<file path="config.mk">
export PLATFORM = sky130hd
export DESIGN_NAME = mem_arbiter
export DESIGN_NICKNAME = d
export VERILOG_FILES = /design/src/rtl/mem_arbiter_pkg.sv /design/src/rtl/mem_arbiter_bus_timeout_ctr.sv /design/src/rtl/mem_arbiter.sv
export SDC_FILE = /design/constraint.sdc
export NUM_CORES = 1
export LEC_CHECK = 0
export ABC_AREA = 1
export CAP_MARGIN = 0
export CORE_UTILIZATION = 44
export CTS_CLUSTER_SIZE = 20
export DETAILED_ROUTE_END_ITERATION = 8
export GPL_TIMING_DRIVEN = 1
export PLACE_DENSITY = 0.81
export SLEW_MARGIN = 20
export SYNTH_ARGS = -nofsm -noshare
export SYNTH_HDL_FRONTEND = slang
export SYNTH_HIERARCHICAL = 1
export SYNTH_SLANG_ARGS = --single-unit
</file>
<file path="constraint.sdc">
create_clock -name clk -period 2.54 [get_ports clk]
set_clock_uncertainty 0.2 [all_clocks]
set_input_delay 0.508 -clock clk [delete_from_list [all_inputs] [get_ports clk]]
set_output_delay 0.508 -clock clk [all_outputs]
set_load 0.01 [all_outputs]
</file>
<file path="src/rtl/mem_arbiter_pkg.sv">
// Shared definitions for the memory arbiter: FSM state encodings and requester IDs.
package mem_arbiter_pkg;

    typedef enum logic [1:0] {
        IDLE   = 2'd0,
        BUSY_I = 2'd1,
        BUSY_D = 2'd2
    } arb_state_t;

    typedef enum logic {
        GNT_IF = 1'b0,
        GNT_D  = 1'b1
    } gnt_t;

endpackage

</file>
<file path="src/rtl/mem_arbiter_bus_timeout_ctr.sv">
// Bus watchdog: counts busy cycles without an ack and flags the cycle in which
// the TIMEOUT-th unacknowledged cycle completes. TIMEOUT=0 disables the watchdog.
module bus_timeout_ctr #(
    parameter int TIMEOUT = 64
) (
    input  logic clk,
    input  logic reset,
    input  logic clear,
    input  logic enable,
    output logic expired
);

    localparam int CW = (TIMEOUT > 0) ? $clog2(TIMEOUT + 1) : 1;
    localparam logic [CW-1:0] MAX_COUNT  = CW'(TIMEOUT);
    localparam logic [CW-1:0] LAST_COUNT = (TIMEOUT > 0) ? CW'(TIMEOUT - 1) : '0;

    logic [CW-1:0] count_reg;

    // Saturating cycle counter, restarted at each grant
    always_ff @(posedge clk or negedge reset) begin
        if (!reset) begin
            count_reg <= '0;
        end else if (clear) begin
            count_reg <= '0;
        end else if (enable && (count_reg != MAX_COUNT)) begin
            count_reg <= count_reg + CW'(1);
        end
    end

    // Expiry fires while the final allowed cycle is still in progress so the
    // request is dropped after exactly TIMEOUT cycles
    generate
        if (TIMEOUT == 0) begin : g_disabled
            assign expired = 1'b0;
        end else begin : g_enabled
            assign expired = enable && (count_reg == LAST_COUNT);
        end
    endgenerate

endmodule

</file>
<file path="src/rtl/mem_arbiter.sv">
// Round-robin arbiter sharing one variable-latency memory between instruction
// fetch and load/store ports, with a bus-timeout watchdog and a PC stall output.
module mem_arbiter
    import mem_arbiter_pkg::*;
#(
    parameter int AW      = 32,
    parameter int DW      = 32,
    parameter int TIMEOUT = 64
) (
    input  logic            clk,
    input  logic            reset,
    input  logic            if_req,
    input  logic [AW-1:0]   if_addr,
    output logic            if_done,
    output logic [DW-1:0]   if_rdata,
    input  logic            d_req,
    input  logic            d_we,
    input  logic [DW/8-1:0] d_be,
    input  logic [AW-1:0]   d_addr,
    input  logic [DW-1:0]   d_wdata,
    output logic            d_done,
    output logic [DW-1:0]   d_rdata,
    output logic            mem_req,
    output logic            mem_we,
    output logic [DW/8-1:0] mem_be,
    output logic [AW-1:0]   mem_addr,
    output logic [DW-1:0]   mem_wdata,
    input  logic            mem_ack,
    input  logic [DW-1:0]   mem_rdata,
    output logic            bus_err,
    output logic            stall
);

    arb_state_t state_reg, state_next;
    gnt_t       last_gnt_reg, last_gnt_next;
    logic       grant_if, grant_d;
    logic       busy, ack, expired;

    assign busy  = (state_reg != IDLE);
    assign ack   = busy && mem_ack;
    assign stall = (if_req && !if_done) || (d_req && !d_done);

    bus_timeout_ctr #(
        .TIMEOUT (TIMEOUT)
    ) u_timeout (
        .clk     (clk),
        .reset   (reset),
        .clear   (grant_if || grant_d),
        .enable  (busy && !mem_ack),
        .expired (expired)
    );

    // Next-state and grant decision; grants happen only from IDLE
    always_comb begin
        state_next    = state_reg;
        last_gnt_next = last_gnt_reg;
        grant_if      = 1'b0;
        grant_d       = 1'b0;
        case (state_reg)
            IDLE: begin
                if (if_req && d_req) begin
                    grant_d  = (last_gnt_reg == GNT_IF);
                    grant_if = (last_gnt_reg == GNT_D);
                end else begin
                    grant_if = if_req;
                    grant_d  = d_req;
                end
                if (grant_if) begin
                    state_next    = BUSY_I;
                    last_gnt_next = GNT_IF;
                end else if (grant_d) begin
                    state_next    = BUSY_D;
                    last_gnt_next = GNT_D;
                end
            end
            BUSY_I, BUSY_D: begin
                if (ack || expired) begin
                    state_next = IDLE;
                end
            end
            default: state_next = IDLE;
        endcase
    end

    // FSM state and round-robin history
    always_ff @(posedge clk or negedge reset) begin
        if (!reset) begin
            state_reg    <= IDLE;
            last_gnt_reg <= GNT_IF;
        end else begin
            state_reg    <= state_next;
            last_gnt_reg <= last_gnt_next;
        end
    end

    // Registered memory-side request fields, read data and completion pulses
    always_ff @(posedge clk or negedge reset) begin
        if (!reset) begin
            mem_req   <= 1'b0;
            mem_we    <= 1'b0;
            mem_be    <= '0;
            mem_addr  <= '0;
            mem_wdata <= '0;
            if_done   <= 1'b0;
            if_rdata  <= '0;
            d_done    <= 1'b0;
            d_rdata   <= '0;
            bus_err   <= 1'b0;
        end else begin
            if_done <= 1'b0;
            d_done  <= 1'b0;
            bus_err <= 1'b0;
            if (grant_if) begin
                mem_req   <= 1'b1;
                mem_we    <= 1'b0;
                mem_be    <= '1;
                mem_addr  <= if_addr;
                mem_wdata <= '0;
            end else if (grant_d) begin
                mem_req   <= 1'b1;
                mem_we    <= d_we;
                mem_be    <= d_be;
                mem_addr  <= d_addr;
                mem_wdata <= d_wdata;
            end else if (ack || expired) begin
                // Ack takes priority over a coincident timeout
                mem_req <= 1'b0;
                bus_err <= !ack;
                if (state_reg == BUSY_I) begin
                    if_done  <= 1'b1;
                    if_rdata <= ack ? mem_rdata : '0;
                end else begin
                    d_done  <= 1'b1;
                    d_rdata <= (ack && !mem_we) ? mem_rdata : '0;
                end
            end
        end
    end

endmodule

</file>
==> results of run 1 <==
==> logic make-up after synthesis <==
family,share of synthesized area
DFF,0.5282
xor gates and xnor gates,0.001258
and+or+nand+nor,0.2945
AOI/OAI and AO/OA,0.03557
buffers and inverters,0.1333
adders and majority gates,0.007187
==> final cells by class <==
type	instances	area [µm²]	area share
clock buffer	20	456.7	0.04307
clock inverter	12	107.6	0.01015
inverter	189	714.4	0.06738
multi-input combinational	564	2365	0.2230
sequential	147	3679	0.3469
tap	211	264.0	0.02490
timing repair buffer	298	3017	0.2845
==> placed cells by master, fill, tap and decap left out, drive strengths merged, types with 3 or more instances in the layout <==
master	instances
nor2	48
clkinvlp	3
nand2	384
nand3	78
o21ai	43
dfrtp	147
buf	23
clkbuf	20
a21oi	3
clkinv	8
ha	4
inv	189
clkdlybuf4s50	274
==> layer usage <==
| layer | GRT usage | vias up | wire length (µm) |
|---|---|---|---|
| met2 | 0.4309 | 239 | 9672 |
| li1 | - | 3312 | - |
| met3 | 0.07304 | 38 | 1530 |
| met5 | 0 | - | 0 |
| met4 | 0.1024 | 0 | 525 |
| met1 | 0.2976 | 3061 | 7999 |
==> per-stage QoR <==
stage	setup WS, ns	instances	utilization	instance area (µm²)
final	0.1006	1441	0.6923	10600
after global routing	0.03944	1441	0.6923	10600
after CTS	0.09226	1441	0.6923	10600
after detailed placement	0.09226	1408	0.6548	10030
after global placement	0.1185	1408	0.6548	10030
after floorplan	0.4900	943	-	6964
==> power groups by stage <==
stage / clock network [mW] / registers (mW) / logic (mW)
after detailed placement: 0 / 4.01 / 5.45
after global placement: 0 / 3.99 / 5.33
final: 2.38 / 4.01 / 5.42
after CTS: 2.42 / 4.01 / 5.48
after floorplan: 0 / 4.45 / 1.92
after global routing: 2.53 / 4.14 / 5.93
==> worst register-to-register path, stage by stage, from the launching register on <==
cell	delay [ns]
dfrtp_1	0.39
inv_1	0.07
ha_1	0.17
buf_4	0.17
inv_2	0.07
nor2_2	0.28
buf_4	0.34
nand2_1	0.11
inv_1	0.08
nand2_1	0.07
nand2_1	0.07
==> worst max path at each step <==
stage | end | start | cells past startpoint | slack, ns
global placement | stall | if_req | 4 | 0.12
CTS | stall | d_req | 4 | 0.09
finish | stall | if_req | 4 | 0.10
global route | stall | d_req | 4 | 0.04
detailed placement | stall | d_req | 4 | 0.09
floorplan | d_rdata[10] | state_reg[0] | 12 | 0.49
==> results.toml, run 1 <==
[power]
power_frac_clock = 0.202
comb_power_share = 0.459
total_power_mw = 11.81
cellInternalPower_mw = 7.510
p_switching_mw = 4.299
ir_worst_vdd_mv = 0.5854
switching_share = 0.3641
p_seq_frac = 0.340
leakagePower_nw = 5.770
power_density_nw_per_um2 = 1114

[drt]
vias = 6650
vias_per_cell = 4.615
drc = 0
ant_nets = 0
drtIter0Drc = 431
wl_per_cell_um = 13.69
dr.pass1.iters = 5
wl_um = 19730

[floorplan]
dieWidth_um = 127.8
ioPinCount = 276
row_count = 45
core_um2 = 15310
dieArea_um2 = 16340
initial_core_util = 0.4547
die_y_um = 127.8

[cts]
clockBufferDepth = 2
holdBufCountCts = 1
htreeDepth = 4
clk_pin_slew_ns = 0.05
postCtsSetupBuffers = 0
ctsRootBufferMaster = "clkbuf_16"
post_cts_resized = 0
cts_tree = "built"
numCtsBuffers = 17
clock_latency_ns = 0.41
numClockSinks = 147

[global_routing]
grt_usage = 0.2520
grt_pass1_vias = 6557
gr-total-overflow = 0
grt_pass1_wl_um = 32180
grt_max_degree = 70
antenna_found_initial = 0

[timing]
relSlewSlack = 0.6146
final_hold_viol_count = 0
hold_ws_ns = 0.2666
period_needed_ns = 2.439
tightest_slew_ns = 0.5782
fmax_mhz = 409.9
slew_viol_final = 0
rsz0062_at_grt = "no"
finalCritPeriodShare = 0.9604
setup_viol = 0
tns_ns = 0

[yosys]
synthCells = 943
synth_ff_type = "dfrtp_1"
synthDistinctLibCells = 22
synth_edf_count = 0
synth_most_common_cell = "nand2_1"
synthTopCellsByCount = "380 x nand2_1, 185 x inv_1, 147 x dfrtp_1"
synth_seq_cells = 147
synth_area_leaders = "dfrtp_1 53%, nand2_1 20%, inv_1 10%, nand3_1 5.4%, o21ai_0 2.9%"
syn_area_um2 = 6964
synth-seq-area-share = 0.5282
yosys.area.top_type = "dfrtp_1"
synth_top_cell_area_share = 0.5282
syn_avg_cell_area_um2 = 7.385
async_flop_share = 1.000
synth_fp_nets = 1085
yosysWarnings = 6

[setup_path]
crit_arrival_ns = 1.73
worstSetupStartpointType = "input port"
worstPathMaxFanout = 2
cp-end-kind = "output pin"
worst-path-buf-inv = 3
path_cells = "clkdlybuf4s50_1, inv_1, o22ai_1, clkdlybuf4s50_1"
reg2reg_from = "state_reg[0]"
path_class = "input port to output pin"
worst_path_most_repeated_cell = "clkdlybuf4s50_1"
cpMaxStageDelayCell = "clkdlybuf4s50_1"
required_ns = 1.83
reg2regPathDepth = 10
path_delay_family = "buffers and inverters"
cpPeakStageDelay_ns = 0.55
r2r_end = "mem_addr[2]"
r2r_slack_ns = 0.47

[outcome]
status = "finished clean"

[final_layout]
area_delta_synth_final_pct = 52.25
fill_cells = 1245
layout-drive-gt1-share = 0.05691
final_nets = 1359
num_antenna_cells = 0

[run]
drv_cap = 0

[worst_hold_path]
hold_start = "if_rdata[7]"
hold_depth = 2
hold_end = "if_rdata[7]"
holdCritPathClass = "register to register"

[placement]
port_buffers = 275
place_hpwl_um = 13890
gp_congestion = 0.8201
Power figures use the tool's default switching activity.
==> run 2: changes to the inputs <==
- PLACE_DENSITY: 0.81 -> 0.83
==> run 2 against run 1 <==
Routed wire length shrank 0.97%. Cell area grew 0.74%. Power grew 2.5%. Via count grew 0.92%. Non-clock buffer count shrank 1. Flip-flop and latch count is the same. Worst setup slack lost 0.041 ns. Register-to-register slack lost 0.22 ns. Highest routed layer unchanged. Combinational power is essentially flat. Die area is the same. First-iteration DRC count shrank 2.3%. Maximum frequency shrank 1.6%.
==> results.toml, run 2 (same netlist as run 1, synthesis figures left out) <==
[cts]
post_cts_resized = 0
clockBufferDepth = 2
numCtsBuffers = 17
clock_latency_ns = 0.42
htreeDepth = 4
cts_tree = "built"
numClockSinks = 147
ctsRootBufferMaster = "clkbuf_16"
clk_pin_slew_ns = 0.06

[drt]
vias = 6711
met2_length_um = 9571
wl_met1_um = 7891
wl_per_cell_um = 13.58
top_layer = "met4"
drtIter0Drc = 421
wl_met3_um = 1616
vias_per_cell = 4.664
drc = 0
ant_nets = 0
wl_um = 19540
dr.pass1.iters = 5

[final_layout]
area_delta_synth_final_pct = 53.38
seqCellArea_um2 = 3679
layout-drive-gt1-share = 0.05619
fill_cells = 1209
stdcell_area_um2 = 10680
multi_input_area_um2 = 2370
fin_cells = 1439
final_common_cell = "nand2_1"
layout_common_cells = "380 x nand2_1, 274 x clkdlybuf4s50_1, 185 x inv_1, 147 x dfrtp_1, 75 x nand3_1"
num_antenna_cells = 0
final_nets = 1358

[outcome]
status = "finished clean"

[setup_path]
r2r_end = "d_rdata[7]"
path_class = "input port to output pin"
reg2reg_from = "state_reg[0]"
crit_arrival_ns = 1.77
reg2regPathDepth = 10
worstSetupStartpointType = "input port"
r2r_slack_ns = 0.25
endpoint = "stall"
required_ns = 1.83
cp-end-kind = "output pin"
worstPathMaxFanout = 2
cp-startpoint = "d_req"

[global_routing]
grt_pass1_vias = 6472
grt_max_degree = 69
gr-total-overflow = 0
grt_pass1_wl_um = 31660
antenna_found_initial = 0
grt_usage = 0.2488

[floorplan]
ioPinCount = 276
row_count = 45
core_um2 = 15310
die_y_um = 127.8
dieWidth_um = 127.8
dieArea_um2 = 16340
initial_core_util = 0.4547

[timing]
slew_viol_final = 0
final_hold_viol_count = 0
fmax_mhz = 403.2
layout_setup_ws_ns = 0.06003
finalCritPeriodShare = 0.9764
rsz0062_at_grt = "no"
relSlewSlack = 0.6590
hold_ws_ns = 0.2690
setup_viol = 0
period_needed_ns = 2.480
tns_ns = 0
tightest_slew_ns = 0.5115

[worst_hold_path]
holdCritPathClass = "register to register"

[placement]
port_buffers = 275
place_hpwl_um = 13750
place_inst = 1407
gp_congestion = 0.8165
place_area_um2 = 10040
place_ws_ns = -0.03800

[power]
ir_worst_vdd_mv = 0.6005
leakagePower_nw = 5.803
power_density_nw_per_um2 = 1133

[run]
drv_cap = 0
-- run 2: changes by cell type in the layout (fill, tap and decap cells not counted) --
cell        previous run  this run
buf_12                 7         8
buf_4                 15        13
bufinv_16              1         4
clkbuf_1               1         0
clkinv_2               4         2
clkinvlp_4             3         2
nor2_2                 4         3
nor2_4                 0         1
-- run 2: layer usage --
layer,vias up,GRT usage
li1,3309,-
met4,0,0.09758
met3,33,0.07053
met1,3081,0.2979
met2,288,0.4236
met5,-,0
-- run 2: worst min path at each step --
stage	startpoint	end	slack, ns	depth (start not counted)
after global routing	if_rdata[24]	if_rdata[24]	0.29	2
final	if_rdata[30]	if_rdata[30]	0.27	2
after global placement	if_rdata[21]	if_rdata[21]	0.25	2
after CTS	if_rdata[15]	if_rdata[15]	0.27	2
after detailed placement	if_rdata[15]	if_rdata[15]	0.26	2
after floorplan	reset	bus_err	0.01	0
-- run 2: cell type report --
cell class                      instances  area share
Clock buffer                           19     0.04240
Clock inverter                         12     0.01687
Inverter                              189     0.06689
Multi-Input combinational cell        564      0.2219
Sequential cell                       147      0.3444
Tap cell                              211     0.02472
Timing Repair Buffer                  297      0.2829
-- run 2: critical path, stage by stage --
cell	delay, ns
clkdlybuf4s50_1	0.51
inv_1	0.06
o22ai_1	0.13
clkdlybuf4s50_1	0.56
-- run 2: per-stage QoR --
stage | power [mW] | utilization
2_1_floorplan | 6.371 | -
4_1_cts | 12.20 | 0.6975
3_3_place_gp | 9.304 | 0.6555
5_1_grt | 12.88 | 0.6975
3_5_place_dp | 9.442 | 0.6555
6_report | 12.11 | 0.6975
-- run 2: power by group --
| group | leakage (nW) | internal (mW) | total, mW | switching, mW |
|---|---|---|---|---|
| combinational | 3.62 | 2.72 | 5.42 | 2.70 |
| clock | 0.305 | 1.69 | 2.67 | 0.977 |
| sequential | 1.88 | 3.40 | 4.01 | 0.615 |
-- run 2: what timing repair did --
action / 4_1_cts / 5_1_grt
setup endpoints to repair: 0 / 0
endpoints found under the hold margin: 49 / 0
hold buffers: 1 / 0
buffers inserted: 0 / 0
==> run 3: changes to the inputs <==
- CORE_MARGIN: default -> 2
==> run 3 against run 2 <==
Via count down 0.27%. Clock power down 8.6%. Maximum frequency up 1.3%. Critical path depth unchanged. Sequential share of layout area up 0.20 points. Register-to-register slack better by 0.18 ns. Non-clock buffer count up 3. Critical endpoint unchanged.
==> results.toml, run 3 (same netlist as run 1, synthesis figures left out) <==
[floorplan]
initial_core_util = 0.4547
core_um2 = 15310
dieArea_um2 = 16850
row_count = 45
dieWidth_um = 129.8
ioPinCount = 276
die_y_um = 129.8

[outcome]
status = "finished clean"

[worst_hold_path]
hold_end = "if_rdata[13]"
hold_depth = 2
hold_start = "if_rdata[13]"
holdCritPathClass = "register to register"

[setup_path]
cp-end-kind = "output pin"
path_cells = "clkdlybuf4s50_1, inv_1, o22ai_1, clkdlybuf4s50_1"
r2r_slack_ns = 0.43
required_ns = 1.83
path_class = "input port to output pin"
worstSetupStartpointType = "input port"
cpPeakStageDelay_ns = 0.55
r2r_end = "d_rdata[16]"
crit_arrival_ns = 1.74
worst_path_most_repeated_cell = "clkdlybuf4s50_1"
cpMaxStageDelayCell = "clkdlybuf4s50_1"
reg2regPathDepth = 10
reg2reg_from = "state_reg[0]"
worstPathMaxFanout = 2

[cts]
htreeDepth = 4
numCtsBuffers = 17
clock_latency_ns = 0.41
clockBufferDepth = 2
numClockSinks = 147
ctsRootBufferMaster = "clkbuf_16"
clk_pin_slew_ns = 0.06
post_cts_resized = 0
cts_tree = "built"

[drt]
vias = 6693
dr.pass1.iters = 5
drc = 0
vias_per_cell = 4.638
drtIter0Drc = 416
wl_um = 19810
ant_nets = 0
wl_per_cell_um = 13.73

[final_layout]
final_common_cell = "nand2_1"
fin_cells = 1443
num_antenna_cells = 0
area_delta_synth_final_pct = 52.50
fin_util = 0.6935
final_nets = 1361
layout-drive-gt1-share = 0.05925
layout_common_cells = "380 x nand2_1, 274 x clkdlybuf4s50_1, 185 x inv_1, 147 x dfrtp_1, 75 x nand3_1"

[timing]
slew_viol_final = 0
fmax_mhz = 408.4
hold_ws_ns = 0.2660
tightest_slew_ns = 0.4977
finalCritPeriodShare = 0.9641
setup_viol = 0
relSlewSlack = 0.6682
final_hold_viol_count = 0
rsz0062_at_grt = "no"
period_needed_ns = 2.449
tns_ns = 0

[global_routing]
top_usage_layer = "met2"
grt_max_degree = 58
grt_usage = 0.2387
grtUsageMet3 = 0.07749
gr-total-overflow = 0
antenna_found_initial = 0
grt_pass1_wl_um = 31630
met1_usage = 0.2846
grt_pass1_vias = 6696
grt_use_met2 = 0.4044

[placement]
port_buffers = 275
place_hpwl_um = 14440
gp_congestion = 0.8564
place_inst = 1410

[power]
leakagePower_nw = 5.782
power_density_nw_per_um2 = 1118
ir_worst_vdd_mv = 0.7199
total_power_mw = 11.88

[run]
drv_cap = 0
==> run 3: worst max-delay path by stage <==
stage | cells past startpoint | slack, ns | startpoint | to
CTS | 4 | 0.08 | d_req | stall
global route | 4 | 0.04 | d_req | stall
global placement | 4 | 0.09 | d_req | stall
floorplan | 12 | 0.49 | state_reg[0] | d_rdata[10]
finish | 4 | 0.09 | d_req | stall
detailed placement | 9 | 0.06 | if_req | mem_addr[13]
==> run 3: timing repair <==
item                                   in CTS  in global routing
endpoints found under the hold margin      47                  0
hold buffers                                1                  0
buffers inserted                            0                  0
==> run 3: per-layer routing <==
layer  part of all wire  wire [µm]  up-vias
met5                  0          0        -
met4              0.025        499        0
met3              0.085       1678       33
met2               0.49       9626      240
met1               0.40       8001     3109
li1                   -          -     3311
==> run 3: power breakdown <==
| part | internal [mW] | switching [mW] |
|---|---|---|
| clock | 1.41 | 1.02 |
| sequential | 3.40 | 0.611 |
| combinational | 2.73 | 2.71 |
==> run 3: critical path: cells and delay by family <==
| kind | cells | cell delay, ns |
|---|---|---|
| compound gates | 1 | 0.13 |
| buf+inv | 3 | 1.10 |
==> run 3: area by class of cell <==
class / instances / area (µm²)
fillers: 1198 / 4695
clock buffers: 19 / 452.9
repair buffers: 300 / 3019
flip-flops and latches: 147 / 3679
well taps: 211 / 264.0
multi-input cells: 564 / 2365
inverters: 189 / 714.4
clock inverters: 13 / 126.4
==> run 3: per-stage QoR <==
step / instance area, µm² / setup WS (ns)
floorplan: 6964 / 0.4900
global placement: 10030 / 0.08610
detailed placement: 10030 / 0.05843
CTS: 10620 / 0.08027
global route: 10620 / 0.04122
finish: 10620 / 0.09128
